==> src/rtl/dd_pkg.sv <==
// Shared types and constants for the sequential double-dabble converter.
package dd_pkg;

  localparam int BCD_W       = 4;
  localparam int ADD3_THRESH = 5;
  localparam int ADD3_VAL    = 3;

  typedef enum logic [1:0] {
    IDLE  = 2'd0,
    SHIFT = 2'd1,
    DONE  = 2'd2
  } state_e;

endpackage

==> src/rtl/dd_add3.sv <==
// Double-dabble digit correction: a BCD digit of 5 or more gets 3 added so
// that the following left shift carries correctly into the next digit.
module dd_add3
  import dd_pkg::*;
(
  input  logic [BCD_W-1:0] digit_i,
  output logic [BCD_W-1:0] digit_o
);

  always_comb begin
    digit_o = digit_i;
    if (digit_i >= BCD_W'(ADD3_THRESH)) begin
      digit_o = digit_i + BCD_W'(ADD3_VAL);
    end
  end

endmodule

==> src/rtl/bin_to_bcd_seq.sv <==
// Sequential binary-to-BCD converter: one add-3/shift step per clock,
// result published on bcd_o together with a one-cycle done pulse.
module bin_to_bcd_seq
  import dd_pkg::*;
#(
  parameter int WIDTH  = 8,
  parameter int DIGITS = 3
) (
  input  logic                      clk,
  input  logic                      rst,
  input  logic                      start,
  input  logic [WIDTH-1:0]          bin_i,
  output logic                      busy,
  output logic                      done,
  output logic [BCD_W*DIGITS-1:0]   bcd_o
);

  localparam int BCD_TOT = BCD_W * DIGITS;
  localparam int CNT_W   = (WIDTH > 1) ? $clog2(WIDTH) : 1;
  localparam logic [CNT_W-1:0] CNT_LAST = CNT_W'(WIDTH - 1);

  state_e              state_q;
  logic [WIDTH-1:0]    bin_q;
  logic [WIDTH-1:0]    bin_d;
  logic [BCD_TOT-1:0]  scratch_q;
  logic [BCD_TOT-1:0]  scratch_d;
  logic [BCD_TOT-1:0]  corr;
  logic [CNT_W-1:0]    cnt_q;
  logic                busy_q;
  logic                done_q;
  logic [BCD_TOT-1:0]  bcd_q;

  for (genvar g = 0; g < DIGITS; g++) begin : g_add3
    dd_add3 u_add3 (
      .digit_i (scratch_q[g*BCD_W +: BCD_W]),
      .digit_o (corr[g*BCD_W +: BCD_W])
    );
  end

  // The binary MSB shifts into the units digit of the corrected scratch.
  always_comb begin
    scratch_d = {corr[BCD_TOT-2:0], bin_q[WIDTH-1]};
    bin_d     = bin_q << 1;
  end

  // NOTE: every register here, including the result and scratch, is cleared by
  // the async reset so an aborted conversion leaves nothing behind.
  always_ff @(posedge clk or posedge rst) begin
    if (rst) begin
      state_q   <= IDLE;
      bin_q     <= '0;
      scratch_q <= '0;
      cnt_q     <= '0;
      busy_q    <= 1'b0;
      done_q    <= 1'b0;
      bcd_q     <= '0;
    end else begin
      // NOTE: non-blocking assignments let each branch read pre-edge values.
      done_q <= 1'b0;
      case (state_q)
        IDLE: begin
          if (start) begin
            bin_q     <= bin_i;
            scratch_q <= '0;
            cnt_q     <= '0;
            busy_q    <= 1'b1;
            state_q   <= SHIFT;
          end
        end
        SHIFT: begin
          scratch_q <= scratch_d;
          bin_q     <= bin_d;
          cnt_q     <= cnt_q + 1'b1;
          if (cnt_q == CNT_LAST) begin
            busy_q  <= 1'b0;
            done_q  <= 1'b1;
            bcd_q   <= scratch_d;
            state_q <= DONE;
          end
        end
        DONE: begin
          state_q <= IDLE;
        end
        default: begin
          state_q <= IDLE;
          busy_q  <= 1'b0;
        end
      endcase
    end
  end

  assign busy  = busy_q;
  assign done  = done_q;
  assign bcd_o = bcd_q;

endmodule

==> config.mk <==
export PLATFORM = sky130hd
export DESIGN_NAME = bin_to_bcd_seq
export DESIGN_NICKNAME = d
export VERILOG_FILES = /design/src/rtl/dd_pkg.sv /design/src/rtl/dd_add3.sv /design/src/rtl/bin_to_bcd_seq.sv
export SDC_FILE = /design/constraint.sdc
export NUM_CORES = 1
export LEC_CHECK = 0
export BUFFER_PORTS_ARGS = -buffer_cell sky130_fd_sc_hd__buf_2
export CAP_MARGIN = 20
export CELL_PAD_IN_SITES_DETAIL_PLACEMENT = 0
export CELL_PAD_IN_SITES_GLOBAL_PLACEMENT = 1
export CORE_MARGIN = 2
export CORE_UTILIZATION = 48
export CTS_BUF_LIST = sky130_fd_sc_hd__clkbuf_8 sky130_fd_sc_hd__clkbuf_16
export DETAILED_ROUTE_END_ITERATION = 10
export HOLD_SLACK_MARGIN = 0.12
export MAX_ROUTING_LAYER = met4
export PLACE_DENSITY_LB_ADDON = 0.1
export SYNTH_ARGS = -nofsm -noshare
export SYNTH_HDL_FRONTEND = slang
export SYNTH_HIERARCHICAL = 1
export SYNTH_SLANG_ARGS = --single-unit
==> constraint.sdc <==
create_clock -name clk -period 3.2 [get_ports clk]
set_clock_uncertainty 0.15 [all_clocks]
set_input_delay 0.32 -clock clk [delete_from_list [all_inputs] [get_ports clk]]
set_output_delay 0.32 -clock clk [all_outputs]
set_load 0.01 [all_outputs]
# Word level (Yosys, flattened, before mapping)
# Cells that the tools add are included.
# word_totals
inputBits	11
output_inout_bits	14
ff_bits	39
# op_classes
bitwise_logic	1
muxes	17
add_sub_neg	4
order_cmp	3
eq_ne	5
n_reduce_logical	6
# ops
operator	count
$pmux W12 S2	1
$pmux W8 S2	1
$ge A4 B3 Y1 const B	3
$mux W12	1
$add A4 B2 Y4 const B	2
$mux W4	2
$mux W8	1
$mux W3	2
$pmux W3 S2	1
$reduce_and A2 Y1	3
$mux W1	4
$mux W2	2
$ne A2 B2 Y1 const B	2
$pmux W2 S2	1
$add A3 B1 Y3 const B	1
$add A3 B2 Y3 const B	1
$eq A3 B3 Y1 const B	1
$pmux W1 S3	1
$reduce_and A3 Y1	1
$eq A2 B1 Y1 const B	1
$eq A2 B2 Y1 const B	1
$logic_not A2 Y1	1
$reduce_bool A2 Y1	1
$not A1 Y1	1

# Depth between registers and ports, before layout
# Gate-level depths: netlist (run 1).
# depth
word_depth	3
mapped_depth	6
depth_no_buf	6

# Hierarchy
# Netlist (run 1), hierarchy kept.
# by_module_without_submodules
mod	cells_per_inst	seq_area_each_um2	area_each_um2	n_inst
bin_to_bcd_seq	114	975.9	1576.5	1
dd_add3	16	0.0	101.3	3

# Worst setup path after synthesis (run 1)
# Ideal clock, no wire load.
# synth_path
path_kind	register to register
from	register scratch_q[8]
to	register bcd_q[10] (netlist: bcd_o[10])
slack_ps	1634
arrival_ps	1291
t_required_ps	2925
path_buffers	0
stages_incl_launch_ff	6
path_cell_list	dfrtp_1 -> ha_1 -> nand2b_1 -> a21oi_2 -> mux2i_1 -> mux2_4
# synth_between
elab_chain_len	2
word_cells_on_any_way	3
classes_between	1 x add/sub; 1 x order compare; 1 x mux
# synth_rtl
item	line	rtl
from (decl)	bin_to_bcd_seq.sv:25	logic [BCD_TOT-1:0] scratch_q;
from (signal assigned)	bin_to_bcd_seq.sv:71	scratch_q <= scratch_d;
$ge A4 B3 Y1 or $add A3 B2 Y3 (tied branches)	dd_add3.sv:12, dd_add3.sv:13	
$mux W3 *	dd_add3.sv:12	if (digit_i >= BCD_W'(ADD3_THRESH)) begin
via corr[9]	bin_to_bcd_seq.sv:27	logic [BCD_TOT-1:0] corr;
to (signal assigned)	bin_to_bcd_seq.sv:77	bcd_q <= scratch_d;
to (decl)	bin_to_bcd_seq.sv:31	logic [BCD_TOT-1:0] bcd_q;
# The timed path passes the listed nets; every way through them passes the cells marked *.
# A chain may end at the register's enable or synchronous reset.

# Worst setup path after layout (run 1)
# layout_path
from	register state_q[0]
to	register bcd_q[0] (netlist: bcd_o[0])
# layout_between
elab_chain_len	2
# layout_rtl
item	line	rtl
from (decl)	bin_to_bcd_seq.sv:22	state_e state_q;
from (signal assigned)	bin_to_bcd_seq.sv:50	state_q <= IDLE;
from (signal assigned)	bin_to_bcd_seq.sv:67	state_q <= SHIFT;
from (signal assigned)	bin_to_bcd_seq.sv:78	state_q <= DONE;
$eq A2 B1 Y1	bin_to_bcd_seq.sv:60	case (state_q)
$reduce_and A2 Y1 (no line)	n/a	
# Every way passes these cells.

==> metrics.yaml, run 1 <==
setup_path:
  crit_fanout: 15
  cp.required_ns: 3.22
  cp-start-kind: "register"
  cp.depth: 4
  path_cells: "nor2b_4 > nand2_4 > inv_8 > mux2_4"
  reg2reg_to: "bcd_o[0]"
  crit_path_start: "state_q[0]"
  cp-end-kind: "register"
  worstSetupPathType: "reg2reg"
  cp_top_family: "simple AND/OR/NAND/NOR gates"
  r2r_start: "state_q[0]"
  crit_end: "bcd_o[0]"
  worst-path-buf-inv: 1
  critPathSlowestCell: "dfrtp_1"
  reg2regPathDepth: 4
  slowest_delay_ns: 0.50
  r2r_slack_ns: 1.37
  cp_data_arrival_time_ns: 1.84
detailed_routing:
  via_count: 1228
  firstDrtPassIters: 4
  route.detailed.drc: 0
  final_antenna_net_count: 0
  vias_per_cell: 5.248
  routed_wl_mm: 3.417
  drt_iter0_drc: 84
  post_drt_wl_per_cell_microns: 14.60
power:
  p_leak_uw: 0.001074
  power_density_nw_per_um2: 997.5
  irDropWorstVdd_uv: 429.3
  p_total_uw: 2099
global_routing:
  grt_max_degree: 40
  grt_pass1_vias: 1276
  grt_pass1_wl_mm: 6.141
  grt_antenna_before_repair: 0
  gr-total-overflow: 0
  grt_util_all_layers: 0.1923
placement:
  dp_hpwl_mm: 2.446
  place_congestion: 0.8006
  io_buffers: 24
  post_dp_cell_area_sq_um: 2022
yosys:
  syn_area_per_cell_sq_um: 11.78
  netlist_area_sq_um: 1861
  synth-warning-count: 6
  syn_nets: 177
  netlist_instances: 158
timing:
  tightest_slew_ns: 0.6547
  setup_viol: 0
  finalMaxSlewViolations: 0
  rsz0062_at_grt: "no"
  hold_viol_final: 0
  fin_crit_sh: 0.5709
  max_clock_freq_ghz: 0.5474
  period_minus_slack_ns: 1.827
  fin_tns_setup_ns: 0
  slew_headroom: 0.5633
min_path:
  min_path_type: "in2reg"
layout:
  final_net_count: 206
  antennaDiodeCount: 0
  synthToLayoutAreaGrowth_pct: 13.11
  layout_commonest_cell: "dfrtp_1"
  final_cell_mix: "dfrtp_1, buf_2, a22o_1, nand2_1"
  drive_gt1_frac: 0.2688
  finalInstanceArea_sq_um: 2105
status:
  run_status: "completed"
clock_tree:
  worstSkewPairLatency_ns: 0.28
  cts_tree: "built"
  cts_buffers: 5
  cts_sinks: 39
  clk_path_buf_depth: 2
  cts.clk_slew.worst_paths_ns: 0.07
  cts_setup_buffers: 0
  cts-root-buf: "clkbuf_8"
  htreeDepth: 2
floorplanning:
  io_pins: 25
  die_w_microns: 66.26
  core_sq_um: 3689
  fp.dieH_microns: 66.26
  rows: 22
  initial_core_util: 0.5044
  die_area_sq_um: 4390
job:
  maxCapViolCount: 0
-- worst min path at each step --
| stage | start | to | slack, ns | cells after the start |
|---|---|---|---|---|
| 3_5_place_dp | rst | bin_q[2] | 0.32 | 3 |
| 2_1_floorplan | bin_q[0] | bin_q[0] | 0.30 | 2 |
| 4_1_cts | bin_i[7] | bin_q[7] | 0.17 | 3 |
| 3_3_place_gp | rst | bin_q[1] | 0.30 | 3 |
| 5_1_grt | bin_i[4] | bin_q[4] | 0.19 | 3 |
| 6_report | bin_i[0] | bin_q[0] | 0.18 | 3 |
-- final cells by class --
cell class,instances,area (sq um)
sequential,39,975.9
clock inverter,1,3.754
multi-input combinational,103,805.8
inverter,12,52.55
clock buffer,5,68.82
fill,331,1584
tap,48,60.06
timing repair buffer,26,137.6
-- registers in the layout, indices dropped and copies added, names as in the netlist --
signal     cells
cnt_q          3
bin_q          8
state_q        2
done           1
scratch_q     12
busy           1
bcd_o         12
-- timing repair --
item                      in CTS  in global routing
gates resized for setup        0                  0
hold buffers                   1                  0
hold endpoints to repair      39                  0
-- worst register-to-register path, cell delays in order, from the launching register on --
cell	delay (ns)
dfrtp_1	0.50
nor2b_4	0.44
nand2_4	0.18
inv_8	0.14
mux2_4	0.30
-- metal layers --
layer  global-route usage  part of all wire  vias up  wire [microns]
li1                     -                 -      605               -
met1               0.2420              0.46      595            1582
met2               0.3000              0.48       22            1649
met3              0.06133             0.041        6             140
met4              0.05357             0.013        0              44
met5                    -                 0        -               0
-- power breakdown --
part | leakage, uW | internal (uW) | switching [uW] | total, uW
sequential | 0.000484 | 708 | 167 | 875
combinational | 0.000549 | 479 | 450 | 929
clock | 0.0000413 | 142 | 154 | 296
total | 0.00107 | 1330 | 771 | 2100
-- metrics by stage --
step / util / setup WS, ns / hold slack [ns] / instances
floorplan: - / 1.644 / 0.3002 / 158
global placement: 0.5482 / 1.441 / 0.3018 / 227
detailed placement: 0.5482 / 1.377 / 0.3156 / 227
CTS: 0.5706 / 1.365 / 0.1731 / 234
global route: 0.5706 / 1.245 / 0.1873 / 234
finish: 0.5706 / 1.373 / 0.1770 / 234
Power figures use the tool's default switching activity.
==> run 2, diff against run 1 <==
CORE_UTILIZATION = 41   (was 48)
clock period = 1.6 ns   (was 3.2 ns; I/O delays follow)
==> run 2 against run 1 <==
Effect of this change:
- the run now ends with setup timing left
- final cell count grew 13%
- clock power grew to 2.8 times the previous value
- maximum frequency grew 13%
- sequential cell count is the same
- worst setup slack lost 1.4 ns
- design area grew 18%
- first-iteration DRC count shrank 51%
- sequential power grew 100%
- die area grew 16%
- register-to-register slack lost 1.4 ns
==> metrics.yaml, run 2 (same netlist as run 1, synthesis figures left out) <==
power:
  p_leak_uw: 0.001206  # +12%
  irDropWorstVdd_uv: 930.5  # +120%
  power_density_nw_per_um2: 2048  # +110%
setup_path:
  reg2regPathDepth: 6  # +2
  crit_fanout: 3  # -12
  worstSetupPathType: "reg2reg"
  r2r_slack_ns: -0.01  # -1.39 ns
  r2r_start: "scratch_q[1]"
  reg2reg_to: "bcd_o[2]"
  cp.required_ns: 1.69  # -1.53 ns
  cp-end-kind: "register"
  cp_data_arrival_time_ns: 1.71  # -0.13 ns
  cp-start-kind: "register"
layout:
  final_cell_mix: "dfrtp_1, buf_2, buf_4"
  drive_gt1_frac: 0.4151  # +0.1463
  antennaDiodeCount: 0  # unchanged
  layout_commonest_cell: "dfrtp_1"
  synthToLayoutAreaGrowth_pct: 34.03
  final_net_count: 230  # +12%
  instances_no_fill: 264  # +13%
floorplanning:
  initial_core_util: 0.4273  # -0.07711
  fp.dieH_microns: 71.37  # +7.7%
  die_w_microns: 71.37  # +7.7%
  rows: 24  # +9.1%
  io_pins: 25  # unchanged
  core_sq_um: 4354  # +18%
  die_area_sq_um: 5093  # +16%
min_path:
  holdPathStages: 3  # unchanged
  min_path_type: "in2reg"
  hp-start: "start"
  hold-path-endpoint: "bin_q[7]"
clock_tree:
  cts_buffers: 5  # unchanged
  cts.clk_slew.worst_paths_ns: 0.08  # about the same
  cts_sinks: 39  # unchanged
  cts-root-buf: "clkbuf_8"
  cts_tree: "built"
  htreeDepth: 2  # unchanged
  clk_path_buf_depth: 2  # unchanged
  worstSkewPairLatency_ns: 0.30  # +0.02 ns
global_routing:
  grt_max_degree: 40  # unchanged
  grt_antenna_before_repair: 0  # unchanged
  grt_util_all_layers: 0.1702  # -0.02214
  grt_pass1_wl_mm: 6.575  # +7.1%
  gr-total-overflow: 0  # unchanged
  grt_pass1_vias: 1390  # +8.9%
timing:
  period_minus_slack_ns: 1.615  # -0.2120 ns
  tightest_slew_ns: 0.4824  # -0.1723 ns
  rsz0062_at_grt: "yes"
  finalMaxSlewViolations: 0  # unchanged
  worst_slack_ns: -0.01492  # -1.388 ns
  slew_headroom: 0.6784  # +0.1152
  setup_viol: 2  # +2
  max_clock_freq_ghz: 0.6192  # +13%
  fin_crit_sh: 1.009  # +0.4384
  hold_viol_final: 0  # unchanged
detailed_routing:
  firstDrtPassIters: 4  # unchanged
  via_count: 1329  # +8.2%
  route.detailed.drc: 0  # unchanged
  routed_wl_mm: 3.831  # +12%
  drt_iter0_drc: 41  # -51%
  vias_per_cell: 5.034  # -4.1%
  final_antenna_net_count: 0  # unchanged
  post_drt_wl_per_cell_microns: 14.51  # -0.62%
status:
  violations: "setup timing"
  run_status: "finished with violations"
placement:
  dp.cells: 240  # +5.7%
  io_buffers: 24  # unchanged
  dp_slack_ns: -0.07124  # -1.448 ns
  place_congestion: 0.7676  # -4.1%
  dp_hpwl_mm: 2.539  # +3.8%
job:
  maxCapViolCount: 0  # unchanged
run 2: cell count changes in the layout (fill, tap and decap cells not counted), moves of 3 or more:
| cell | change |
|---|---|
| ha_4 | +5 |
| ha_1 | -6 |
| a21oi_2 | -3 |
| nand2b_1 | -3 |
| inv_2 | +5 |
| nand2b_4 | +3 |
| a21oi_4 | +3 |
| dlygate4sd3_1 | +8 |
| inv_1 | -6 |
| buf_4 | +16 |
run 2: layout make-up:
cell class	count	area (sq um)
Timing Repair Buffer	50	337.8
Sequential cell	39	978.4
Inverter	12	52.55
Tap cell	52	65.06
Multi-Input combinational cell	103	947.2
Fill cell	382	1861
Clock buffer	5	68.82
Clock inverter	3	43.79
run 2: worst max-delay path by stage:
| stage | cells past startpoint | startpoint | slack [ns] | end |
|---|---|---|---|---|
| 2_1_floorplan | 5 | scratch_q[0] | 0.04 | bcd_o[2] |
| 3_3_place_gp | 6 | scratch_q[5] | -0.04 | bcd_o[6] |
| 3_5_place_dp | 5 | scratch_q[4] | -0.07 | bcd_o[6] |
| 4_1_cts | 5 | cnt_q[1] | 0.003 | bcd_o[2] |
| 5_1_grt | 6 | scratch_q[1] | -0.05 | scratch_q[2] |
| 6_report | 6 | scratch_q[1] | -0.01 | bcd_o[2] |
run 2: stage by stage:
stage	setup TNS, ns	power [uW]	util	hold WS [ns]	instance area, sq um
3_3_place_gp	-0.08306	3721	0.4810	0.1501	2095
2_1_floorplan	0	3182	-	0.1460	1861
4_1_cts	0	4877	0.5463	0.1777	2379
5_1_grt	-0.2659	5486	0.5727	0.2288	2494
3_5_place_dp	-0.3215	3793	0.4810	0.1536	2095
6_report	-0.02776	5106	0.5727	0.1876	2494
run 2: power by group:
part | switching [uW] | leakage (uW) | internal (uW) | total (uW)
logic | 1120 | 0.000667 | 1390 | 2520
registers | 353 | 0.000481 | 1420 | 1770
clock network | 352 | 0.0000581 | 464 | 817
run 2: metal layers:
metal  wire length [microns]  vias to the layer above  track usage
met2                    1889                       21       0.2665
met5                       0                        -            -
met4                      68                        0      0.06289
met3                     122                        7      0.03516
met1                    1751                      644       0.2192
li1                        -                      657            -
run 2: critical path: stages (launching register included):
cell and delay [ns]:
dfrtp_1 0.38, inv_2 0.08, ha_4 0.16, nand2b_4 0.15, a21oi_4 0.21, mux2i_2 0.26
mux2_4 0.17
run 2: repair_timing:
action / 4_1_cts / 5_1_grt
hold buffers: 9 / 0
pin swaps: 4 / 6
hold endpoints to repair: 47 / 0
buffers inserted: 3 / 4
gates resized for setup: 11 / 18
endpoints found under the setup margin: 9 / 24
cloned: 0 / 0
